### src/rtl/crack_scheduler_if.sv
// ---------------------------------------------------------------------------
// crack_scheduler_if
// Groups the signals between the key-space scheduler, the board-level
// control FSM and the crack cores.
//   en/rdy/key/key_valid          : control FSM handshake and result
//   core_rdy/core_en/core_base    : per-core chunk dispatch
//   core_done/core_found/core_key : per-core chunk completion and hit report
//   core_abort                    : broadcast stop to all cores
// Modports:
//   slave  : the scheduler's view
//   master : the control FSM / core side (used by the testbench)
// ---------------------------------------------------------------------------
interface crack_scheduler_if #(
  parameter int NUM_CORES = 2,
  parameter int KEY_W     = 24
);
  logic                       en;
  logic                       rdy;
  logic [KEY_W-1:0]           key;
  logic                       key_valid;
  logic [NUM_CORES-1:0]       core_rdy;
  logic [NUM_CORES-1:0]       core_en;
  logic [NUM_CORES*KEY_W-1:0] core_base;
  logic [NUM_CORES-1:0]       core_done;
  logic [NUM_CORES-1:0]       core_found;
  logic [NUM_CORES*KEY_W-1:0] core_key;
  logic                       core_abort;

  modport slave (
    input  en, core_rdy, core_done, core_found, core_key,
    output rdy, key, key_valid, core_en, core_base, core_abort
  );

  modport master (
    output en, core_rdy, core_done, core_found, core_key,
    input  rdy, key, key_valid, core_en, core_base, core_abort
  );
endinterface

### src/rtl/crack_scheduler.sv
// ---------------------------------------------------------------------------
// crack_scheduler
// Key-space scheduler for the ARC4 brute-force cracker. The key range
// 0..KEY_MAX is cut into CHUNK-sized pieces that are handed round-robin to
// NUM_CORES crack cores. The first reported hit stops every core and the key
// is latched; if the space runs out with no hit the search ends with
// key_valid=0.
// Ports:
//   clk, rst       : system clock, synchronous active-high reset
//   bus (slave)    : control handshake en/rdy/key/key_valid and the per-core
//                    core_rdy/core_en/core_base/core_done/core_found/
//                    core_key/core_abort signals
//   chunks_done    : (only with CRACK_SCHED_PROGRESS_EN) number of chunks
//                    completed in the current/last search, saturating
// Optional feature macro: CRACK_SCHED_PROGRESS_EN
// ---------------------------------------------------------------------------
module crack_scheduler #(
  parameter int          NUM_CORES = 2,
  parameter int          KEY_W     = 24,
  parameter int unsigned CHUNK     = 32'h1000,
  parameter int unsigned KEY_MAX   = 2**KEY_W - 1
) (
  input  logic clk,
  input  logic rst,
`ifdef CRACK_SCHED_PROGRESS_EN
  output logic [KEY_W:0] chunks_done,
`endif
  crack_scheduler_if.slave bus
);

  // Extra headroom bit so next_base + CHUNK never wraps in the compare.
  localparam int EW = KEY_W + 2;
  localparam int BW = KEY_W + 1;
  localparam int PW = (NUM_CORES > 1) ? $clog2(NUM_CORES) : 1;
  localparam int OW = $clog2(NUM_CORES + 1);

  localparam logic [EW-1:0] CHUNK_E = EW'(CHUNK);
  localparam logic [EW-1:0] KMAX_E  = EW'(KEY_MAX);
  localparam logic [BW-1:0] CHUNK_B = BW'(CHUNK);

  typedef enum logic [1:0] {
    S_IDLE,
    S_RUN,
    S_ABORT
  } state_t;

  state_t state_q, state_d;

  logic [BW-1:0]              next_base_q;
  logic                       exhausted_q;
  logic [OW-1:0]              outstanding_q;
  logic [PW-1:0]              rr_ptr_q;
  logic [NUM_CORES-1:0]       core_en_q;
  logic [NUM_CORES*KEY_W-1:0] core_base_q;
  logic [KEY_W-1:0]           key_q;
  logic                       key_valid_q;

  logic                 start;
  logic                 hit;
  logic [KEY_W-1:0]     hit_key;
  logic [OW-1:0]        done_cnt;
  logic [NUM_CORES-1:0] eligible;
  logic                 pick_vld;
  logic [PW-1:0]        pick_idx;
  logic                 grant_vld;
  logic [PW-1:0]        grant_idx;
  logic [NUM_CORES-1:0] grant_oh;
  int                   idx;

  always_comb begin
    state_d   = state_q;
    start     = 1'b0;
    hit       = 1'b0;
    hit_key   = '0;
    done_cnt  = '0;
    pick_vld  = 1'b0;
    pick_idx  = '0;
    grant_vld = 1'b0;
    grant_idx = '0;
    grant_oh  = '0;
    idx       = 0;

    // Descending scan so the lowest reporting index wins.
    for (int i = NUM_CORES - 1; i >= 0; i--) begin
      if (bus.core_done[i] && bus.core_found[i]) begin
        hit     = 1'b1;
        hit_key = bus.core_key[i*KEY_W +: KEY_W];
      end
    end

    for (int i = 0; i < NUM_CORES; i++) begin
      done_cnt = done_cnt + OW'(bus.core_done[i]);
    end

    // A core granted last cycle still shows core_rdy=1 this cycle; mask it.
    eligible = bus.core_rdy & ~core_en_q;

    for (int k = 0; k < NUM_CORES; k++) begin
      idx = int'(rr_ptr_q) + k;
      if (idx >= NUM_CORES) idx = idx - NUM_CORES;
      if (!pick_vld && eligible[idx]) begin
        pick_vld = 1'b1;
        pick_idx = PW'(idx);
      end
    end

    case (state_q)
      S_IDLE: begin
        if (bus.en) begin
          start   = 1'b1;
          state_d = S_RUN;
        end
      end
      S_RUN: begin
        if (hit) begin
          state_d = S_ABORT;
        end else if (exhausted_q && outstanding_q == '0) begin
          state_d = S_IDLE;
        end else if (!exhausted_q && pick_vld) begin
          grant_vld = 1'b1;
          grant_idx = pick_idx;
        end
      end
      S_ABORT: begin
        if (&bus.core_rdy) state_d = S_IDLE;
      end
      default: state_d = S_IDLE;
    endcase

    grant_oh[grant_idx] = grant_vld;
  end

  always_ff @(posedge clk) begin
    if (rst) state_q <= S_IDLE;
    else     state_q <= state_d;
  end

  always_ff @(posedge clk) begin
    if (rst) begin
      next_base_q   <= '0;
      exhausted_q   <= 1'b0;
      outstanding_q <= '0;
      rr_ptr_q      <= '0;
      core_en_q     <= '0;
      core_base_q   <= '0;
      key_q         <= '0;
      key_valid_q   <= 1'b0;
    end else begin
      core_en_q <= grant_oh;
      if (start) begin
        key_q         <= '0;
        key_valid_q   <= 1'b0;
        next_base_q   <= '0;
        outstanding_q <= '0;
        exhausted_q   <= 1'b0;
      end
      if (state_q == S_RUN) begin
        outstanding_q <= outstanding_q + OW'(grant_vld) - done_cnt;
        if (grant_vld) begin
          core_base_q[grant_idx*KEY_W +: KEY_W] <= next_base_q[KEY_W-1:0];
          next_base_q <= next_base_q + CHUNK_B;
          if (grant_idx == PW'(NUM_CORES - 1)) rr_ptr_q <= '0;
          else                                 rr_ptr_q <= grant_idx + 1'b1;
          if ({1'b0, next_base_q} + CHUNK_E > KMAX_E) exhausted_q <= 1'b1;
        end
        if (hit) begin
          key_q       <= hit_key;
          key_valid_q <= 1'b1;
        end
      end
    end
  end

`ifdef CRACK_SCHED_PROGRESS_EN
  logic [KEY_W+1:0] chunks_sum;

  always_comb begin
    chunks_sum = {1'b0, chunks_done} + (KEY_W+2)'(done_cnt);
  end

  always_ff @(posedge clk) begin
    if (rst || start) begin
      chunks_done <= '0;
    end else if (state_q == S_RUN) begin
      if (chunks_sum[KEY_W+1]) chunks_done <= '1;
      else                     chunks_done <= chunks_sum[KEY_W:0];
    end
  end
`endif

  assign bus.rdy        = (state_q == S_IDLE);
  assign bus.core_abort = (state_q == S_ABORT);
  assign bus.key        = key_q;
  assign bus.key_valid  = key_valid_q;
  assign bus.core_en    = core_en_q;
  assign bus.core_base  = core_base_q;

endmodule

### src/flat_wrapper.sv
// flat-port wrapper written by rule: the top's interface ports become plain ports
module crack_scheduler_flat 
#(
  parameter int          NUM_CORES = 2,
  parameter int          KEY_W     = 24,
  parameter int unsigned CHUNK     = 32'h1000,
  parameter int unsigned KEY_MAX   = 2**KEY_W - 1
)
  (clk, rst, bus_en, bus_core_rdy, bus_core_done, bus_core_found, bus_core_key, bus_rdy, bus_key, bus_key_valid, bus_core_en, bus_core_base, bus_core_abort);
  crack_scheduler_if #(.NUM_CORES(NUM_CORES), .KEY_W(KEY_W)) bus_i ();
  input  logic clk;
  input  logic rst;
  input wire logic [$bits(bus_i.en)-1:0] bus_en;
  input wire logic [$bits(bus_i.core_rdy)-1:0] bus_core_rdy;
  input wire logic [$bits(bus_i.core_done)-1:0] bus_core_done;
  input wire logic [$bits(bus_i.core_found)-1:0] bus_core_found;
  input wire logic [$bits(bus_i.core_key)-1:0] bus_core_key;
  output wire logic [$bits(bus_i.rdy)-1:0] bus_rdy;
  output wire logic [$bits(bus_i.key)-1:0] bus_key;
  output wire logic [$bits(bus_i.key_valid)-1:0] bus_key_valid;
  output wire logic [$bits(bus_i.core_en)-1:0] bus_core_en;
  output wire logic [$bits(bus_i.core_base)-1:0] bus_core_base;
  output wire logic [$bits(bus_i.core_abort)-1:0] bus_core_abort;
  assign bus_i.en = bus_en;
  assign bus_i.core_rdy = bus_core_rdy;
  assign bus_i.core_done = bus_core_done;
  assign bus_i.core_found = bus_core_found;
  assign bus_i.core_key = bus_core_key;
  assign bus_rdy = bus_i.rdy;
  assign bus_key = bus_i.key;
  assign bus_key_valid = bus_i.key_valid;
  assign bus_core_en = bus_i.core_en;
  assign bus_core_base = bus_i.core_base;
  assign bus_core_abort = bus_i.core_abort;
  crack_scheduler #(.NUM_CORES(NUM_CORES), .KEY_W(KEY_W), .CHUNK(CHUNK), .KEY_MAX(KEY_MAX)) u_core (.clk(clk), .rst(rst), .bus(bus_i));
endmodule
### config.mk
export PLATFORM = sky130hd
export DESIGN_NAME = crack_scheduler_flat
export DESIGN_NICKNAME = d
export VERILOG_FILES = /design/src/rtl/crack_scheduler_if.sv /design/src/rtl/crack_scheduler.sv /design/src/flat_wrapper.sv
export SDC_FILE = /design/constraint.sdc
export NUM_CORES = 1
export LEC_CHECK = 0
export CORE_ASPECT_RATIO = 0.75
export CORE_MARGIN = 2
export CORE_UTILIZATION = 25
export DETAILED_ROUTE_END_ITERATION = 8
export PLACE_DENSITY = 0.51
export SLEW_MARGIN = 20
export SYNTH_ARGS = -nofsm -noshare
export SYNTH_HDL_FRONTEND = slang
export SYNTH_SLANG_ARGS = --single-unit
export TNS_END_PERCENT = 20
### constraint.sdc
create_clock -name clk -period 3.6 [get_ports clk]
set_input_delay 0.36 -clock clk [delete_from_list [all_inputs] [get_ports clk]]
set_output_delay 0.36 -clock clk [all_outputs]
set_load 0.02 [all_outputs]
==> flow_summary.yaml <==
cts:
  htreeDepth: 3
  clk_path_buf_depth: 2
  cts_inserted_buffers: 9
  cts_setup_buffers: 0
  cts_tree: "done"
  cts_hold_buffers: 0
  numClockSinks: 106
  cts-resized-gates: 0
  path_clk_slew_ns: 0.07
  cts_root_buf: "clkbuf_16"
  worstSkewPairLatency_ns: 0.34
timing:
  fin_ws_ns: 1.10
  fin_crit_sh: 0.694
  fin_setup_tns_ns: 0
  whs_ns: 0.386
  max_clock_freq_mhz: 400
  relSlewSlack: 0.359
  skew_ns: 0.00730
  drv_slew: 0
  fin_crit_ns: 2.50
  final_hold_viol_count: 0
  tightest_slew_ns: 0.959
  rsz0062_at_grt: "no"
  final-setup-viol-count: 0
setup_path:
  required_ns: 3.87
  cp-end-kind: "flop"
  reg2reg_from: "u_core.bus.core_en[1]"
  crit_end: "u_core.outstanding_q[1]"
  r2r_setup_slack_ns: 1.24
  cp_max_fo: 4
  reg2regPathDepth: 8
  start_kind: "input port"
  arrival_ns: 2.77
  critPathKind: "input port to flop"
  timing.rr.end: "u_core.outstanding_q[1]"
  startpoint: "bus_core_done[1]"
job:
  max-cap-violations: 0
power:
  switching_power_uw: 563
  seqPwrFrac: 0.486
  leakage_nw: 2.05
  power.total_mw: 2.46
  clkPwrFrac: 0.408
  p_int_mw: 1.90
  p_comb_frac: 0.105
  irDropWorstVdd_mv: 0.203
  p_per_area_nw_per_um2: 407
  switching_share: 0.229
synth:
  yosysWarnings: 0
  synthFlopType: "dfxtp_1"
  synth_edf_count: 0
  synth.distinct_cells: 42
  ys_async_sr_fraction: 0
  netlist_area_sq_um: 4220
  synth-seq-cells: 106
  syn_nets: 515
  synth_cells: 454
  postSynthAreaPerCell_sq_um: 9.29
  synth_seq_area_share: 0.503
floorplan:
  core_area_sq_um: 16700
  die_w_um: 154
  initial_core_util: 0.253
  die_y_um: 116
  ios: 134
  dieArea_sq_um: 17900
  rows: 41
placed_design:
  place_hpwl_um: 8880
  gp_congestion: 0.713
  placed_cell_area_sq_um: 5730
  port_buffers: 133
  dp.cells: 774
  dp_slack_ns: 0.699
layout:
  drive_gt1_frac: 0.0958
  layout_common_cells: "clkdlybuf4s50_1, dfxtp_1, a21oi_1"
  finalInstanceArea_sq_um: 6050
  final_common_cell: "clkdlybuf4s50_1"
  n_fill_cell: 1661
  finalNonFillerCells: 790
  nNetsFinal: 631
  area_growth_pct: 43.4
  utilization: 0.363
route:
  first_iter_violations: 240
  wl_per_cell_um: 15.8
  drc_errors: 0
  drt_wl_total_um: 12500
  avgViaCountPerCell: 4.74
  drtAntennaViolNets: 0
  drtPass1Iterations: 4
  vias: 3748
grt:
  grt_usage: 0.134
  grt_first_pass_wirelength_um: 19100
  antenna_found_initial: 1
  grt_pass1_vias: 3474
  grt_max_degree: 61
  grt-ovfl-total: 0
min_path:
  hp-class: "input port to flop"
outcome:
  outcome: "complete, no violations"
worst max-delay path, stage by stage:
cell and delay, ns:
clkdlybuf4s50_1 0.45, a22o_1 0.30, a2111o_4 0.36, clkinv_1 0.07, fa_1 0.42, ha_1 0.21, xor2_1 0.15, or3_1 0.30
a21oi_1 0.14
worst min path at each step:
stage / start / endpoint / slack, ns / cells after the start
2_1_floorplan: u_core.next_base_q[0] / u_core.bus.core_base[0] / 0.45 / 2
3_3_place_gp: u_core.bus.key_valid / u_core.bus.key_valid / 0.44 / 2
3_5_place_dp: u_core.bus.key_valid / u_core.bus.key_valid / 0.45 / 2
4_1_cts: rst / u_core.bus.core_base[1] / 0.36 / 2
5_1_grt: rst / u_core.bus.core_base[11] / 0.38 / 2
6_report: rst / u_core.bus.core_base[11] / 0.39 / 2
synth_stat cells (all sizes together), types with 4 or more instances:
| cell | count | area share |
|---|---|---|
| buf | 8 | 0.011 |
| nor3b | 4 | 0.0071 |
| o21ai | 26 | 0.031 |
| clkbuf | 27 | 0.024 |
| inv | 5 | 0.0045 |
| nand4 | 4 | 0.0059 |
| nand2b | 5 | 0.0092 |
| mux2 | 26 | 0.069 |
| nand2 | 34 | 0.030 |
| and2 | 14 | 0.021 |
| a21oi | 62 | 0.074 |
| nand3 | 58 | 0.069 |
| dfxtp | 106 | 0.50 |
| or4 | 4 | 0.0071 |
| nor2 | 8 | 0.0071 |
| or3 | 4 | 0.0059 |
| o31ai | 4 | 0.0071 |
| a22o | 25 | 0.052 |
final cells by class:
class,instances,area (sq um),share of cell area
Clock buffer,13,270,0.0447
Sequential cell,106,2120,0.351
Tap cell,215,269,0.0445
Antenna cell,1,2.50,0.000414
Inverter,6,22.5,0.00372
Multi-Input combinational cell,307,1950,0.322
Clock inverter,2,35.0,0.00579
Timing Repair Buffer,140,1380,0.228
per-layer routing:
layer  GRT usage  vias up  share of wire
met3      0.0364        9          0.057
met4      0.0399        0         0.0087
li1            -     1869              -
met2       0.203       82           0.44
met1       0.188     1788           0.49
met5           0        -              0
power by group through the flow:
stage / sequential (mW) / clock [mW] / combinational (mW)
floorplan: 1.23 / 0 / 0.126
global placement: 1.22 / 0 / 0.258
detailed placement: 1.22 / 0 / 0.261
CTS: 1.20 / 1.03 / 0.262
global route: 1.20 / 1.08 / 0.283
finish: 1.20 / 1.01 / 0.259
logic make-up after synthesis:
group                      Yosys count  synth area share
and+or+nand+nor                    145             0.178
AOI/OAI and AO/OA                  130             0.191
DFF                                106             0.503
buffers and inverters               41            0.0403
muxes                               26            0.0694
adders and majority gates            4            0.0136
xor gates and xnor gates             2           0.00415
state kept, by name (all words and copies together), names as in the netlist:
signal                cells
u_core.bus.core_en        2
u_core.bus.core_base     48
u_core.bus.key_valid      1
u_core.state_q            2
u_core.outstanding_q      2
u_core.exhausted_q        1
u_core.next_base_q       25
u_core.bus.key           24
u_core.rr_ptr_q           1
No activity file was read; power rests on OpenSTA's default activity.
